==> src/rtl/instr_sequencer_if.sv <==
// Control bus between the instruction sequencer and its surroundings:
// instruction source inputs (i_*) and datapath control outputs (o_*).
interface instr_sequencer_if;
    logic [15:0] i_instr;
    logic        i_load;
    logic        i_s;

    logic        o_w;
    logic        o_illegal;
    logic [2:0]  o_readnum;
    logic [2:0]  o_writenum;
    logic        o_write;
    logic        o_loada;
    logic        o_loadb;
    logic        o_loadc;
    logic        o_loads;
    logic        o_vsel;
    logic        o_asel;
    logic        o_bsel;
    logic [1:0]  o_shift;
    logic [1:0]  o_alu_op;
    logic [15:0] o_datapath_in;

    // Sequencer side
    modport slave (
        input  i_instr, i_load, i_s,
        output o_w, o_illegal, o_readnum, o_writenum, o_write,
               o_loada, o_loadb, o_loadc, o_loads,
               o_vsel, o_asel, o_bsel, o_shift, o_alu_op, o_datapath_in
    );

    // Instruction source / observer side
    modport master (
        output i_instr, i_load, i_s,
        input  o_w, o_illegal, o_readnum, o_writenum, o_write,
               o_loada, o_loadb, o_loadc, o_loads,
               o_vsel, o_asel, o_bsel, o_shift, o_alu_op, o_datapath_in
    );
endinterface

==> src/rtl/instr_sequencer.sv <==
// Multicycle controller for the 16-bit datapath. Holds one instruction in IR,
// decodes it, and steps the datapath control lines through a fixed sequence.
//
// state       | meaning
// ------------+-----------------------------------------------------------
// WAIT        | idle/ready (w=1); load captures IR, s starts execution
// DECODE      | classify IR; illegal opcodes pulse illegal and return
// WRITE_IMM   | write sign-extended imm8 into Rn
// GET_A       | read Rn into A
// GET_B       | read Rm into B
// ALU         | shift B, run ALU; load C (or status Z for CMP)
// WRITE_REG   | write C into Rd
module instr_sequencer (
    input  logic                  clk,
    input  logic                  reset,
    instr_sequencer_if.slave      bus
);

    typedef enum logic [2:0] {
        S_WAIT      = 3'd0,
        S_DECODE    = 3'd1,
        S_WRITE_IMM = 3'd2,
        S_GET_A     = 3'd3,
        S_GET_B     = 3'd4,
        S_ALU       = 3'd5,
        S_WRITE_REG = 3'd6
    } state_t;

    state_t      r_state;
    state_t      w_next;
    logic [15:0] r_ir;

    logic [2:0]  w_opcode;
    logic [1:0]  w_op;
    logic [2:0]  w_rn;
    logic [2:0]  w_rd;
    logic [1:0]  w_sh;
    logic [2:0]  w_rm;

    logic        w_is_movi;
    logic        w_is_movr;
    logic        w_is_add;
    logic        w_is_cmp;
    logic        w_is_and;
    logic        w_is_mvn;

    logic        w_idle;
    logic        w_illegal;
    logic [2:0]  w_readnum;
    logic [2:0]  w_writenum;
    logic        w_write;
    logic        w_loada;
    logic        w_loadb;
    logic        w_loadc;
    logic        w_loads;
    logic        w_vsel;
    logic        w_asel;
    logic        w_bsel;
    logic [1:0]  w_shift;
    logic [1:0]  w_alu_op;

    assign w_opcode = r_ir[15:13];
    assign w_op     = r_ir[12:11];
    assign w_rn     = r_ir[10:8];
    assign w_rd     = r_ir[7:5];
    assign w_sh     = r_ir[4:3];
    assign w_rm     = r_ir[2:0];

    assign w_is_movi = (w_opcode == 3'b110) && (w_op == 2'b10);
    assign w_is_movr = (w_opcode == 3'b110) && (w_op == 2'b00);
    assign w_is_add  = (w_opcode == 3'b101) && (w_op == 2'b00);
    assign w_is_cmp  = (w_opcode == 3'b101) && (w_op == 2'b01);
    assign w_is_and  = (w_opcode == 3'b101) && (w_op == 2'b10);
    assign w_is_mvn  = (w_opcode == 3'b101) && (w_op == 2'b11);

    // IR only loads while idle so the word stays stable for a whole instruction
    always_ff @(posedge clk or posedge reset) begin
        if (reset) begin
            r_ir <= 16'h0000;
        end else if ((r_state == S_WAIT) && bus.i_load) begin
            r_ir <= bus.i_instr;
        end
    end

    // State register
    always_ff @(posedge clk or posedge reset) begin
        if (reset) begin
            r_state <= S_WAIT;
        end else begin
            r_state <= w_next;
        end
    end

    // Next-state and Moore control outputs from state plus IR fields
    always_comb begin
        w_next     = r_state;
        w_idle     = 1'b0;
        w_illegal  = 1'b0;
        w_readnum  = 3'd0;
        w_writenum = 3'd0;
        w_write    = 1'b0;
        w_loada    = 1'b0;
        w_loadb    = 1'b0;
        w_loadc    = 1'b0;
        w_loads    = 1'b0;
        w_vsel     = 1'b0;
        w_asel     = 1'b0;
        w_bsel     = 1'b0;
        w_shift    = 2'b00;
        w_alu_op   = 2'b00;

        case (r_state)
            S_WAIT: begin
                w_idle = 1'b1;
                if (bus.i_s) begin
                    w_next = S_DECODE;
                end
            end
            S_DECODE: begin
                if (w_is_movi) begin
                    w_next = S_WRITE_IMM;
                end else if (w_is_movr || w_is_mvn) begin
                    w_next = S_GET_B;
                end else if (w_is_add || w_is_cmp || w_is_and) begin
                    w_next = S_GET_A;
                end else begin
                    w_illegal = 1'b1;
                    w_next    = S_WAIT;
                end
            end
            S_WRITE_IMM: begin
                w_vsel     = 1'b1;
                w_writenum = w_rn;
                w_write    = 1'b1;
                w_next     = S_WAIT;
            end
            S_GET_A: begin
                w_readnum = w_rn;
                w_loada   = 1'b1;
                w_next    = S_GET_B;
            end
            S_GET_B: begin
                w_readnum = w_rm;
                w_loadb   = 1'b1;
                w_next    = S_ALU;
            end
            S_ALU: begin
                w_shift = w_sh;
                // MOV reg passes shifted B through an add with A forced to zero
                w_asel   = w_is_movr;
                w_alu_op = w_is_movr ? 2'b00 : w_op;
                if (w_is_cmp) begin
                    w_loads = 1'b1;
                    w_next  = S_WAIT;
                end else begin
                    w_loadc = 1'b1;
                    w_next  = S_WRITE_REG;
                end
            end
            S_WRITE_REG: begin
                w_writenum = w_rd;
                w_write    = 1'b1;
                w_next     = S_WAIT;
            end
            default: begin
                w_next = S_WAIT;
            end
        endcase
    end

    assign bus.o_w           = w_idle;
    assign bus.o_illegal     = w_illegal;
    assign bus.o_readnum     = w_readnum;
    assign bus.o_writenum    = w_writenum;
    assign bus.o_write       = w_write;
    assign bus.o_loada       = w_loada;
    assign bus.o_loadb       = w_loadb;
    assign bus.o_loadc       = w_loadc;
    assign bus.o_loads       = w_loads;
    assign bus.o_vsel        = w_vsel;
    assign bus.o_asel        = w_asel;
    assign bus.o_bsel        = w_bsel;
    assign bus.o_shift       = w_shift;
    assign bus.o_alu_op      = w_alu_op;
    assign bus.o_datapath_in = {{8{r_ir[7]}}, r_ir[7:0]};

endmodule

==> src/flat_wrapper.sv <==
// flat-port wrapper written by rule: the top's interface ports become plain ports
module instr_sequencer_flat 
  (clk, reset, bus_i_instr, bus_i_load, bus_i_s, bus_o_w, bus_o_illegal, bus_o_readnum, bus_o_writenum, bus_o_write, bus_o_loada, bus_o_loadb, bus_o_loadc, bus_o_loads, bus_o_vsel, bus_o_asel, bus_o_bsel, bus_o_shift, bus_o_alu_op, bus_o_datapath_in);
  instr_sequencer_if bus_i ();
  input  logic clk;
  input  logic reset;
  input wire logic [$bits(bus_i.i_instr)-1:0] bus_i_instr;
  input wire logic [$bits(bus_i.i_load)-1:0] bus_i_load;
  input wire logic [$bits(bus_i.i_s)-1:0] bus_i_s;
  output wire logic [$bits(bus_i.o_w)-1:0] bus_o_w;
  output wire logic [$bits(bus_i.o_illegal)-1:0] bus_o_illegal;
  output wire logic [$bits(bus_i.o_readnum)-1:0] bus_o_readnum;
  output wire logic [$bits(bus_i.o_writenum)-1:0] bus_o_writenum;
  output wire logic [$bits(bus_i.o_write)-1:0] bus_o_write;
  output wire logic [$bits(bus_i.o_loada)-1:0] bus_o_loada;
  output wire logic [$bits(bus_i.o_loadb)-1:0] bus_o_loadb;
  output wire logic [$bits(bus_i.o_loadc)-1:0] bus_o_loadc;
  output wire logic [$bits(bus_i.o_loads)-1:0] bus_o_loads;
  output wire logic [$bits(bus_i.o_vsel)-1:0] bus_o_vsel;
  output wire logic [$bits(bus_i.o_asel)-1:0] bus_o_asel;
  output wire logic [$bits(bus_i.o_bsel)-1:0] bus_o_bsel;
  output wire logic [$bits(bus_i.o_shift)-1:0] bus_o_shift;
  output wire logic [$bits(bus_i.o_alu_op)-1:0] bus_o_alu_op;
  output wire logic [$bits(bus_i.o_datapath_in)-1:0] bus_o_datapath_in;
  assign bus_i.i_instr = bus_i_instr;
  assign bus_i.i_load = bus_i_load;
  assign bus_i.i_s = bus_i_s;
  assign bus_o_w = bus_i.o_w;
  assign bus_o_illegal = bus_i.o_illegal;
  assign bus_o_readnum = bus_i.o_readnum;
  assign bus_o_writenum = bus_i.o_writenum;
  assign bus_o_write = bus_i.o_write;
  assign bus_o_loada = bus_i.o_loada;
  assign bus_o_loadb = bus_i.o_loadb;
  assign bus_o_loadc = bus_i.o_loadc;
  assign bus_o_loads = bus_i.o_loads;
  assign bus_o_vsel = bus_i.o_vsel;
  assign bus_o_asel = bus_i.o_asel;
  assign bus_o_bsel = bus_i.o_bsel;
  assign bus_o_shift = bus_i.o_shift;
  assign bus_o_alu_op = bus_i.o_alu_op;
  assign bus_o_datapath_in = bus_i.o_datapath_in;
  instr_sequencer u_core (.clk(clk), .reset(reset), .bus(bus_i));
endmodule
==> config.mk <==
export PLATFORM = sky130hd
export DESIGN_NAME = instr_sequencer_flat
export DESIGN_NICKNAME = d
export VERILOG_FILES = /design/src/rtl/instr_sequencer_if.sv /design/src/rtl/instr_sequencer.sv /design/src/flat_wrapper.sv
export SDC_FILE = /design/constraint.sdc
export NUM_CORES = 1
export LEC_CHECK = 0
export ABC_AREA = 0
export BUFFER_PORTS_ARGS = -buffer_cell sky130_fd_sc_hd__buf_2
export CELL_PAD_IN_SITES_DETAIL_PLACEMENT = 0
export CELL_PAD_IN_SITES_GLOBAL_PLACEMENT = 1
export CORE_ASPECT_RATIO = 0.75
export CORE_MARGIN = 4
export CORE_UTILIZATION = 37
export CTS_CLUSTER_DIAMETER = 30
export CTS_CLUSTER_SIZE = 8
export DETAILED_ROUTE_END_ITERATION = 10
export GPL_ROUTABILITY_DRIVEN = 0
export HOLD_SLACK_MARGIN = 0.02
export PLACE_DENSITY_LB_ADDON = 0.1
export SETUP_SLACK_MARGIN = 0.15
export SLEW_MARGIN = 20
export SYNTH_ARGS = -nofsm -noshare
export SYNTH_HDL_FRONTEND = slang
export SYNTH_SLANG_ARGS = --single-unit
==> constraint.sdc <==
create_clock -name clk -period 3.3 [get_ports clk]
set_input_delay 0 -clock clk [delete_from_list [all_inputs] [get_ports clk]]
set_output_delay 0 -clock clk [all_outputs]
set_load 0.01 [all_outputs]
==> metrics.txt, run 1 <==
Mapped Nets 126; crit path DAT 1.84 ns; internal power between 700 and 800 uW; max-slew violation count 0; Synth Instances roughly 110; Final Setup Violations 0; CTS tree yes; n_diodes 0; die area 0.00420 sq mm; Ys Warns 0; Leakage Power 0.000804 uW; core box area between 0.003 and 0.004 sq mm; WL final 2.66 mm; global-route wire length before repair 4.47 mm; Detail Route Antenna Nets 0; max-cap violation count 0; switching pwr roughly 520 uW; outcome completed; Critical Path Slowest Stage Cell dfrtp_1; Port Buffers 54; Gate power share 49.6%; crit-path leading delay family flip-flops; Worst Path Required between 3 and 4 ns; Total Power Consumption 1310 uW; Post-synth ARST share 100%; worst hold path endpoint u_core.r_state[0]; Area growth syn-to-layout 29.9%; power share of the clock group 12.7%; critical hold path startpoint bus_i_s; cells on worst reg2reg path 3; clk sinks 19; flops & latches, synth 19; Buf+Inv Stages, Crit Path 1; crit start category flip-flop; Gates resized, CTS repair 0; Starting Density 39.5%; max frequency 545 MHz; post-synthesis mux area share between 20% and 30%; Fin Setup TNS 0 ns; CP endpoint kind output pin; Post-route DRC 0; DRT iter0 DRCs 60; cts bufs inserted 3; largest family of logic cells by synthesized area multiplexers; Worst R2R Start u_core.r_state[2]; RSZ-0062 raised after global routing false; Net Sw Frac slightly below 40%; Layout Skew 0.00489 ns; CP max stage delay 0.73 ns; drt first pass iters 4; share of cells above drive strength 1 48.4%; num ports 56; EDFF count, synth 0; VDD IR-drop max 0.000359 V; Clk Latency, worst-skew pair 0.26 ns; Adder-Cell Fraction of Synth Area 0%; CTS Hold Bufs 17; post-DR wirelength/cell approximately 13 um; CTS clock-pin slew for the worst setup and hold paths 0.07 ns; die height 57.2 um; Final Critical Period 1.84 ns; initial antenna violation count 0; All-Layer GR Usage 13.6%; Period Utilization, post-route between 50 and 60%; Worst path depth 3; worst-path maximum fanout 20; reg2reg end u_core.r_ir[10]; crit path kind reg -> out; die span in x approximately 74 um; htree depth 1; Compound-Gate Fraction of Synth Area 6.72%; reg2reg setup slack ~1.6 ns; Final Hold Viols 0; std cell rows 17; pwr/cell area 847 mW/mm^2; Synth Area in XOR/XNOR 0%; Post-synth top flop dfrtp_1; Synth Area in Simple Gates 16.6%; vias in the first global route 959; average size of a mapped cell 11.2 sq um; post-CTS setup buffer count 0; DR vias roughly 960; clk buf depth 2; Cell Area, Synth 0.00119 sq mm; Seq/Total Area, Yosys 39.9%; post-DP HPWL 2.00 mm; count of different cell masters after synthesis 31; CP Cell Sequence nor3b_1 -> a22o_1 -> buf_2; Hold Path Stages 3; share of power burned in registers 37.7%; Layout Nets 180; slew margin rel. 53.0%; largest net degree at the start of global routing 21; clk root buf clkbuf_8; Min-Delay Path Class in -> reg; drt via density 4.87; total gr overflow 0; Worst Tran Pin Value a little over 0.7 ns
==> per-layer routing <==
| metal | share of wire (%) | up-vias | GRT usage, % |
|---|---|---|---|
| li1 | - | 457 | - |
| met1 | 45 | 459 | 17.5 |
| met2 | 45 | 41 | 21.8 |
| met3 | 8.5 | 2 | 4.23 |
| met4 | 0.79 | 0 | 3.88 |
| met5 | 0 | - | 0 |
==> layout by cell type, fill, tap and decap left out <==
master and instances:
and4b_1 1, and2_1 3, a221oi_1 1, and2_4 1
and2b_1 1, dfrtp_1 19, inv_1 2, nor3_1 1
o22ai_1 1, a311oi_1 1, mux2_4 10, conb_1 1
nor3_2 1, a211oi_1 1, nand4b_1 1, o21ai_0 1
buf_2 54, nor3b_1 3, or2_2 1, mux2i_1 3
nor2b_1 2, nand2_1 4, nor2_1 6, mux2_2 6
and3_1 6, clkbuf_8 3, a22o_1 4, nand2b_1 2
a32oi_1 1, dlygate4sd3_1 17, clkinvlp_4 1
==> power by group through the flow <==
stage / logic [uW] / registers (uW) / clock network (uW)
floorplan: 647 / 439 / 0
global placement: 640 / 493 / 0
detailed placement: 645 / 498 / 0
CTS: 660 / 493 / 172
global route: 716 / 519 / 183
finish: 651 / 495 / 166
==> worst max path at each step <==
stage | start | slack, ns | end
detailed placement | u_core.r_state[2] | 1.62 | u_core.r_ir[14]
floorplan | u_core.r_state[0] | 1.70 | u_core.r_ir[0]
CTS | u_core.r_state[2] | 1.43 | bus_o_readnum[0]
global placement | u_core.r_state[2] | 1.69 | u_core.r_ir[10]
finish | u_core.r_state[2] | 1.46 | bus_o_readnum[2]
global route | u_core.r_state[2] | 1.25 | bus_o_readnum[2]
==> stage by stage <==
step | worst slack [ns] | hold WS, ns | instances | area (sq um) | utilization, %
after detailed placement | 1.62 | 0.158 | 176 | 1330 | 44.0
after global placement | 1.69 | 0.155 | 176 | 1330 | 44.0
after global routing | 1.25 | 0.103 | 197 | 1550 | 51.3
final | 1.46 | 0.0811 | 197 | 1550 | 51.3
after CTS | 1.43 | 0.0888 | 197 | 1550 | 51.3
after floorplan | 1.70 | -0.0489 | 106 | 1190 | -
==> synth_stat cells, types with 2 or more instances <==
cell / instances / share of area [%]
mux2i_1: 3 / 2.5
buf_4: 17 / 11
dfrtp_1: 19 / 40
mux2_4: 10 / 13
nand2b_1: 2 / 1.0
nor2b_1: 2 / 1.0
mux2_2: 6 / 5.7
nand2_1: 4 / 1.3
a22o_1: 4 / 2.9
inv_1: 2 / 0.63
nor3b_1: 3 / 1.9
nor2_1: 6 / 1.9
buf_2: 2 / 0.84
and3_1: 6 / 3.1
buf_6: 2 / 1.9
and2_1: 3 / 1.6
==> worst reg2reg max path, cell delays in order, from the launching register on <==
cell and delay (ns):
dfrtp_1 0.60, nor3_2 0.24, and2_4 0.35, mux2_2 0.37
==> state kept, by name (all words and copies together) (netlist names) <==
register,count
u_core.r_ir,16
u_core.r_state,3
==> cell families after synthesis <==
| group | Yosys count |
|---|---|
| flops | 19 |
| compound gates | 10 |
| mux | 19 |
| other cells | 1 |
| simple gates | 33 |
| buf+inv | 24 |
==> area by class of cell <==
type                    instances  area (sq um)
flip-flops and latches         19           475
multi-input cells              63           529
clock buffers                   3          41.3
repair buffers                 71           440
well taps                      38          47.5
clock inverters                 1          7.51
inverters                       2          7.51
fillers                       300          1470
Note: power is estimated with default switching activity, not from simulation.
==> run 2: changes to the inputs <==
--- a/config.mk
+++ b/config.mk
@@ -11,7 +11,7 @@
 export CELL_PAD_IN_SITES_GLOBAL_PLACEMENT = 1
 export CORE_ASPECT_RATIO = 0.75
 export CORE_MARGIN = 4
-export CORE_UTILIZATION = 37
+export CORE_UTILIZATION = 31
 export CTS_CLUSTER_DIAMETER = 30
 export CTS_CLUSTER_SIZE = 8
 export DETAILED_ROUTE_END_ITERATION = 10
==> constraint.sdc (replaced) <==
create_clock -name clk -period 1.6 [get_ports clk]
set_input_delay 0 -clock clk [delete_from_list [all_inputs] [get_ports clk]]
set_output_delay 0 -clock clk [all_outputs]
set_load 0.01 [all_outputs]
==> run 2 against run 1 <==
Sequential power increased by 100%. Worst hold slack got worse by 0.016 ns. Combinational power increased to 3.1 times the previous value. Power increased to 2.5 times the previous value. Sequential share of layout area decreased by 5.1 points. Cell count increased by 17%.
==> metrics.txt, run 2 (synthesis gave the netlist of run 1 again) <==
outcome completed; switching pwr 1240 uW (+140%); slew margin rel. 48.5% (-4.5 points); max-cap violation count 0 (unchanged); Total Power Consumption 3350 uW (+150%); Min-Delay Path Class in -> reg; VDD IR-drop max 0.000822 V (+130%); crit start category flip-flop; Final Hold Viols 0 (unchanged); Leakage Power 0.000954 uW (+19%); total gr overflow 0 (unchanged); global-route wire length before repair 5.01 mm (+12%); pwr/cell area 1790 mW/mm^2 (+110%); Final Critical Period around 1.5 ns; crit path kind reg -> out; reg2reg setup slack 0.11 ns (-1.53 ns); die height 61.7 um (+8.0%); Area growth syn-to-layout 56.6%; Port Buffers 54 (unchanged); largest registers u_core.r_ir x16, u_core.r_state x3; std cell rows 19 (+2); max-slew violation count 0 (unchanged); internal power 2100 uW (+160%); Period Utilization, post-route approximately 94%; DR vias 1017 (+6.0%); fin cells 231 (+17%); largest net degree at the start of global routing 20 (-4.8%); register with the highest flop count u_core.r_ir; All-Layer GR Usage 13.2% (-0.38 points); reg2reg end u_core.r_ir[12]; drt first pass iters 4 (unchanged); Worst R2R Start u_core.r_state[0]; placed cells 195 (+11%); worst slack, placed 0.150 ns (-1.47 ns); worst-path maximum fanout 6 (-70%); clk buf depth 2 (unchanged); Starting Density 32.4% (-7.1 points); clk root buf clkbuf_8; crit path DAT 1.51 ns (-0.33 ns); CTS clock-pin slew for the worst setup and hold paths 0.07 ns (about the same); cells on worst reg2reg path 5 (+2); cts bufs inserted 3 (unchanged); Worst Tran Pin Value 0.772 ns (+0.0678 ns); grt met1 use 17.7% (+0.15 points); Gate power share 60.1% (+10 points); Layout Skew 0.000864 ns (-0.00403 ns); DRT iter0 DRCs 23 (-62%); commonest non-fill, non-tap cell in the layout buf_2; critical hold path startpoint bus_i_s; Core Util, Final 50.7% (-0.62 points); Final Setup Violations 0 (unchanged); share of cells above drive strength 1 62.0% (+14 points); n_diodes 0 (unchanged); max frequency approximately 660 MHz; WL final 3.16 mm (+19%); Hold Path Stages 3 (unchanged); CP endpoint kind output pin; power share of the clock group 10.1% (-2.6 points); die span in x 79.6 um (+8.2%); grt met3 use 3.89% (-0.33 points); Fin Setup TNS 0 ns (unchanged); die area 0.00491 sq mm (+17%); CTS tree yes; Setup WS post-layout 0.0896 ns (-1.37 ns); Detail Route Antenna Nets 0 (unchanged); Largest register FFs 16 (unchanged); Post-route DRC 0 (unchanged); Layout Nets 200 (+11%); post-DP HPWL 2.13 mm (+6.4%); post-DR wirelength/cell 13.7 um (+1.3%); most frequent cells in the layout 51 x buf_2, 17 x dlygate4sd3_1, 17 x dfrtp_1; share of power burned in registers 29.7% (-8.0 points); Clk Latency, worst-skew pair 0.26 ns (about the same); Top Usage Layer GRT met2; vias in the first global route 1000 (+4.3%); drt via density 4.40 (-9.6%); worst hold path endpoint u_core.r_state[0]; clk sinks 19 (unchanged); met2 usage in global routing 22.2% (+0.39 points); initial antenna violation count 0 (unchanged); num ports 56 (unchanged); RSZ-0062 raised after global routing true; Worst Path Required 1.60 ns (-1.70 ns); Net Sw Frac 37.2% (-2.1 points); core box area 0.00368 sq mm (+22%); htree depth 1 (unchanged)
## run 2: cell type report
| cell class | count | area (sq um) |
|---|---|---|
| fill | 363 | 1820 |
| timing repair buffer | 91 | 657 |
| multi-input combinational | 63 | 613 |
| sequential | 19 | 478 |
| tap | 52 | 65.1 |
| clock buffer | 3 | 41.3 |
| inverter | 2 | 7.51 |
| clock inverter | 1 | 5.00 |
## run 2: metrics by stage
stage	hold slack [ns]	instance area, sq um
after CTS	0.0666	1770
after global routing	0.0745	1870
final	0.0651	1870
after floorplan	-0.0489	1200
after detailed placement	0.172	1390
after global placement	0.152	1390
## run 2: power groups by stage
stage / Clock (uW) / Sequential, uW / Combinational [uW]
after CTS: 349 / 989 / 1820
after global routing: 373 / 1050 / 2170
after detailed placement: 0 / 981 / 1470
final: 339 / 995 / 2010
after floorplan: 0 / 914 / 1340
after global placement: 0 / 972 / 1460
## run 2: layer usage
| metal | routed length [um] | vias to the layer above |
|---|---|---|
| met5 | 0 | - |
| met4 | 8 | 0 |
| met3 | 226 | 3 |
| met2 | 1490 | 35 |
| met1 | 1430 | 476 |
| li1 | - | 503 |
## run 2: timing repair
item,in CTS,in global routing
gates resized for setup,10,19
pin swaps,4,8
setup endpoints to repair,13,28
hold buffers,17,0
hold endpoints to repair,35,0
setup buffers,13,2
## run 2: worst max path at each step
| stage | start | endpoint | slack, ns |
|---|---|---|---|
| final | u_core.r_state[1] | bus_o_asel | 0.09 |
| after global routing | u_core.r_state[1] | bus_o_asel | 0.04 |
| after CTS | u_core.r_ir[14] | bus_o_illegal | 0.10 |
| after detailed placement | u_core.r_state[2] | u_core.r_ir[12] | 0.15 |
| after global placement | u_core.r_state[2] | u_core.r_ir[11] | 0.20 |
| after floorplan | u_core.r_state[1] | u_core.r_ir[0] | 0.11 |
## run 2: critical path, cell delays in order, from the launching register on
cell     delay, ns
dfrtp_2       0.41
buf_6         0.13
and2b_4       0.30
and2_4        0.16
and3_4        0.16
buf_6         0.09
==> run 3: changes to the inputs <==
--- a/config.mk
+++ b/config.mk
@@ -17,7 +17,7 @@
 export DETAILED_ROUTE_END_ITERATION = 10
 export GPL_ROUTABILITY_DRIVEN = 0
 export HOLD_SLACK_MARGIN = 0.02
-export PLACE_DENSITY_LB_ADDON = 0.1
+export PLACE_DENSITY = 0.77
 export SETUP_SLACK_MARGIN = 0.15
 export SLEW_MARGIN = 20
 export SYNTH_ARGS = -nofsm -noshare
==> run 3 against run 2 <==
Worst hold slack improved by 0.047 ns. Power decreased by 2.9%. Core utilization decreased by 1.5 points. Routed wire length decreased by 6.0%. First-iteration DRC count increased by 65%. Clock-buffer cell count increased by 1. Critical endpoint is now u_core.r_ir[11].
==> metrics.txt, run 3 (synthesis gave the netlist of run 1 again) <==
Clk Latency, worst-skew pair 0.26 ns (about the same); htree depth 1 (unchanged); crit start category flip-flop; CTS clock-pin slew for the worst setup and hold paths 0.07 ns (about the same); Gate power share 58.2% (-1.9 points); clk sinks 19 (unchanged); post-DR wirelength/cell 13.1 um (-3.9%); Layout Skew 0.00315 ns (+0.00229 ns); Post-route DRC 0 (unchanged); internal power 2030 uW (-3.3%); crit path DAT 1.60 ns (+0.09 ns); global-route wire length before repair 4.28 mm (-14%); DRT iter0 DRCs 38 (+65%); max-slew violation count 0 (unchanged); WL final 2.97 mm (-6.0%); DR WL met2 1.51 mm (+1.0%); share of power burned in registers 31.5% (+1.8 points); Leakage Power 0.000930 uW (-2.5%); Worst Path Required 1.74 ns (+0.14 ns); Largest register FFs 16 (unchanged); clk buf depth 2 (unchanged); All-Layer GR Usage 11.4% (-1.8 points); cts bufs inserted 3 (unchanged); outcome completed; DR vias 1021 (+0.39%); Worst Tran Pin Value 0.719 ns (-0.0529 ns); footprint of the multi-input gates 591 sq um (-3.7%); register with the highest flop count u_core.r_ir; RSZ-0062 raised after global routing true; total gr overflow 0 (unchanged); core box area 0.00368 sq mm (unchanged); Fin Setup TNS 0 ns (unchanged); Min-Delay Path Class in -> reg; CP endpoint kind flip-flop; crit path kind reg -> reg; vias in the first global route 887 (-11%); std cell rows 19 (unchanged); commonest non-fill, non-tap cell in the layout buf_2; Port Buffers 54 (unchanged); n_diodes 0 (unchanged); drt via density 4.52 (+2.6%); Layout Nets 195 (-2.5%); routed length on met1 1.27 mm (-11%); Period Utilization, post-route 91.4% (-3.0 points); DR WL met3 181 um (-20%); initial antenna violation count 0 (unchanged); cells on worst reg2reg path 4 (-1); Area growth syn-to-layout 51.9%; die area 0.00491 sq mm (unchanged); max-cap violation count 0 (unchanged); CTS tree yes; slew margin rel. 52.0% (+3.5 points); Net Sw Frac 37.5% (+0.27 points); pwr/cell area 1790 mW/mm^2 (about the same); num ports 56 (unchanged); fin cells 226 (-2.2%); max frequency 684 MHz (+3.3%); switching pwr 1220 uW (-2.2%); Top Metal Used met4; Final Hold Viols 0 (unchanged); placed cells 193 (-1.0%); Storage cell area 480 sq um (+0.52%); drt first pass iters 4 (unchanged); Starting Density 32.4% (unchanged); share of cells above drive strength 1 59.2% (-2.8 points); Final Critical Period 1.46 ns (-0.0483 ns); most frequent cells in the layout 54 x buf_2, 17 x dlygate4sd3_1, 15 x dfrtp_1; Core Util, Final 49.2% (-1.5 points); largest net degree at the start of global routing 20 (unchanged); largest registers u_core.r_ir x16, u_core.r_state x3; VDD IR-drop max 0.000979 V (+19%); die height 61.7 um (unchanged); clk root buf clkbuf_8; Final Setup Violations 0 (unchanged); die span in x 79.6 um (unchanged); post-DP HPWL 2.02 mm (-5.0%); Fill cells 342 (-5.8%); Detail Route Antenna Nets 0 (unchanged); power share of the clock group 10.3% (+0.2 points); worst-path maximum fanout 5 (-1); Hold Path Stages 3 (unchanged)
-- run 3: cell types whose count changed in the layout (fill, tap and decap cells not counted), sizes merged --
cell    previous run  this run
buf               74        68
clkbuf             3         5
clkinv             1         0
-- run 3: routing by layer --
layer | vias up | GRT usage, %
met1 | 498 | 15.9
met2 | 33 | 18.1
li1 | 488 | -
met3 | 2 | 3.03
met5 | - | 0
met4 | 0 | 2.21
-- run 3: worst max-delay path, stage by stage (launching register included) --
cell,delay [ns]
dfrtp_2,0.46
nor3_4,0.22
and2_4,0.22
buf_12,0.12
mux2_2,0.33
-- run 3: path summary, 6_finish.rpt --
kind	from	to	slack [ns]
setup / recovery	u_core.r_state[2]	u_core.r_ir[11]	0.14
hold / removal	bus_i_s	u_core.r_state[0]	0.11
setup reg to reg	u_core.r_state[2]	u_core.r_ir[11]	0.14
hold reg to reg	u_core.r_ir[4]	u_core.r_ir[4]	0.54
max in group asynchronous	reset	u_core.r_state[2]	0.71
min in group asynchronous	reset	u_core.r_ir[14]	0.39
-- run 3: what timing repair did --
action	in CTS	in global routing
buffers inserted	4	7
gates resized for setup	6	15
cloned	0	1
pin swaps	1	2
hold buffers	17	0
endpoints found under the hold margin	35	0
endpoints found under the setup margin	15	23
-- run 3: final cells by class --
class | count | share of cell area (%)
flip-flops and latches | 19 | 26.5
multi-input cells | 63 | 32.6
inverters | 2 | 0.414
well taps | 52 | 3.59
clock buffers | 4 | 2.49
repair buffers | 86 | 34.4
-- run 3: power groups by stage --
| stage | Clock, uW | Combinational [uW] | Sequential, uW |
|---|---|---|---|
| global route | 361 | 2040 | 1070 |
| detailed placement | 0 | 1410 | 997 |
| finish | 335 | 1890 | 1020 |
| global placement | 0 | 1400 | 976 |
| floorplan | 0 | 1340 | 914 |
| CTS | 351 | 1640 | 989 |
-- run 3: metrics by stage --
stage | instance area [sq um] | worst slack, ns | power (uW) | hold slack, ns
4_1_cts | 1680 | 0.118 | 2980 | 0.101
6_report | 1810 | 0.138 | 3250 | 0.112
3_3_place_gp | 1380 | 0.173 | 2380 | 0.142
5_1_grt | 1810 | 0.0580 | 3470 | 0.151
3_5_place_dp | 1380 | 0.113 | 2410 | 0.157
2_1_floorplan | 1200 | 0.112 | 2260 | -0.0489
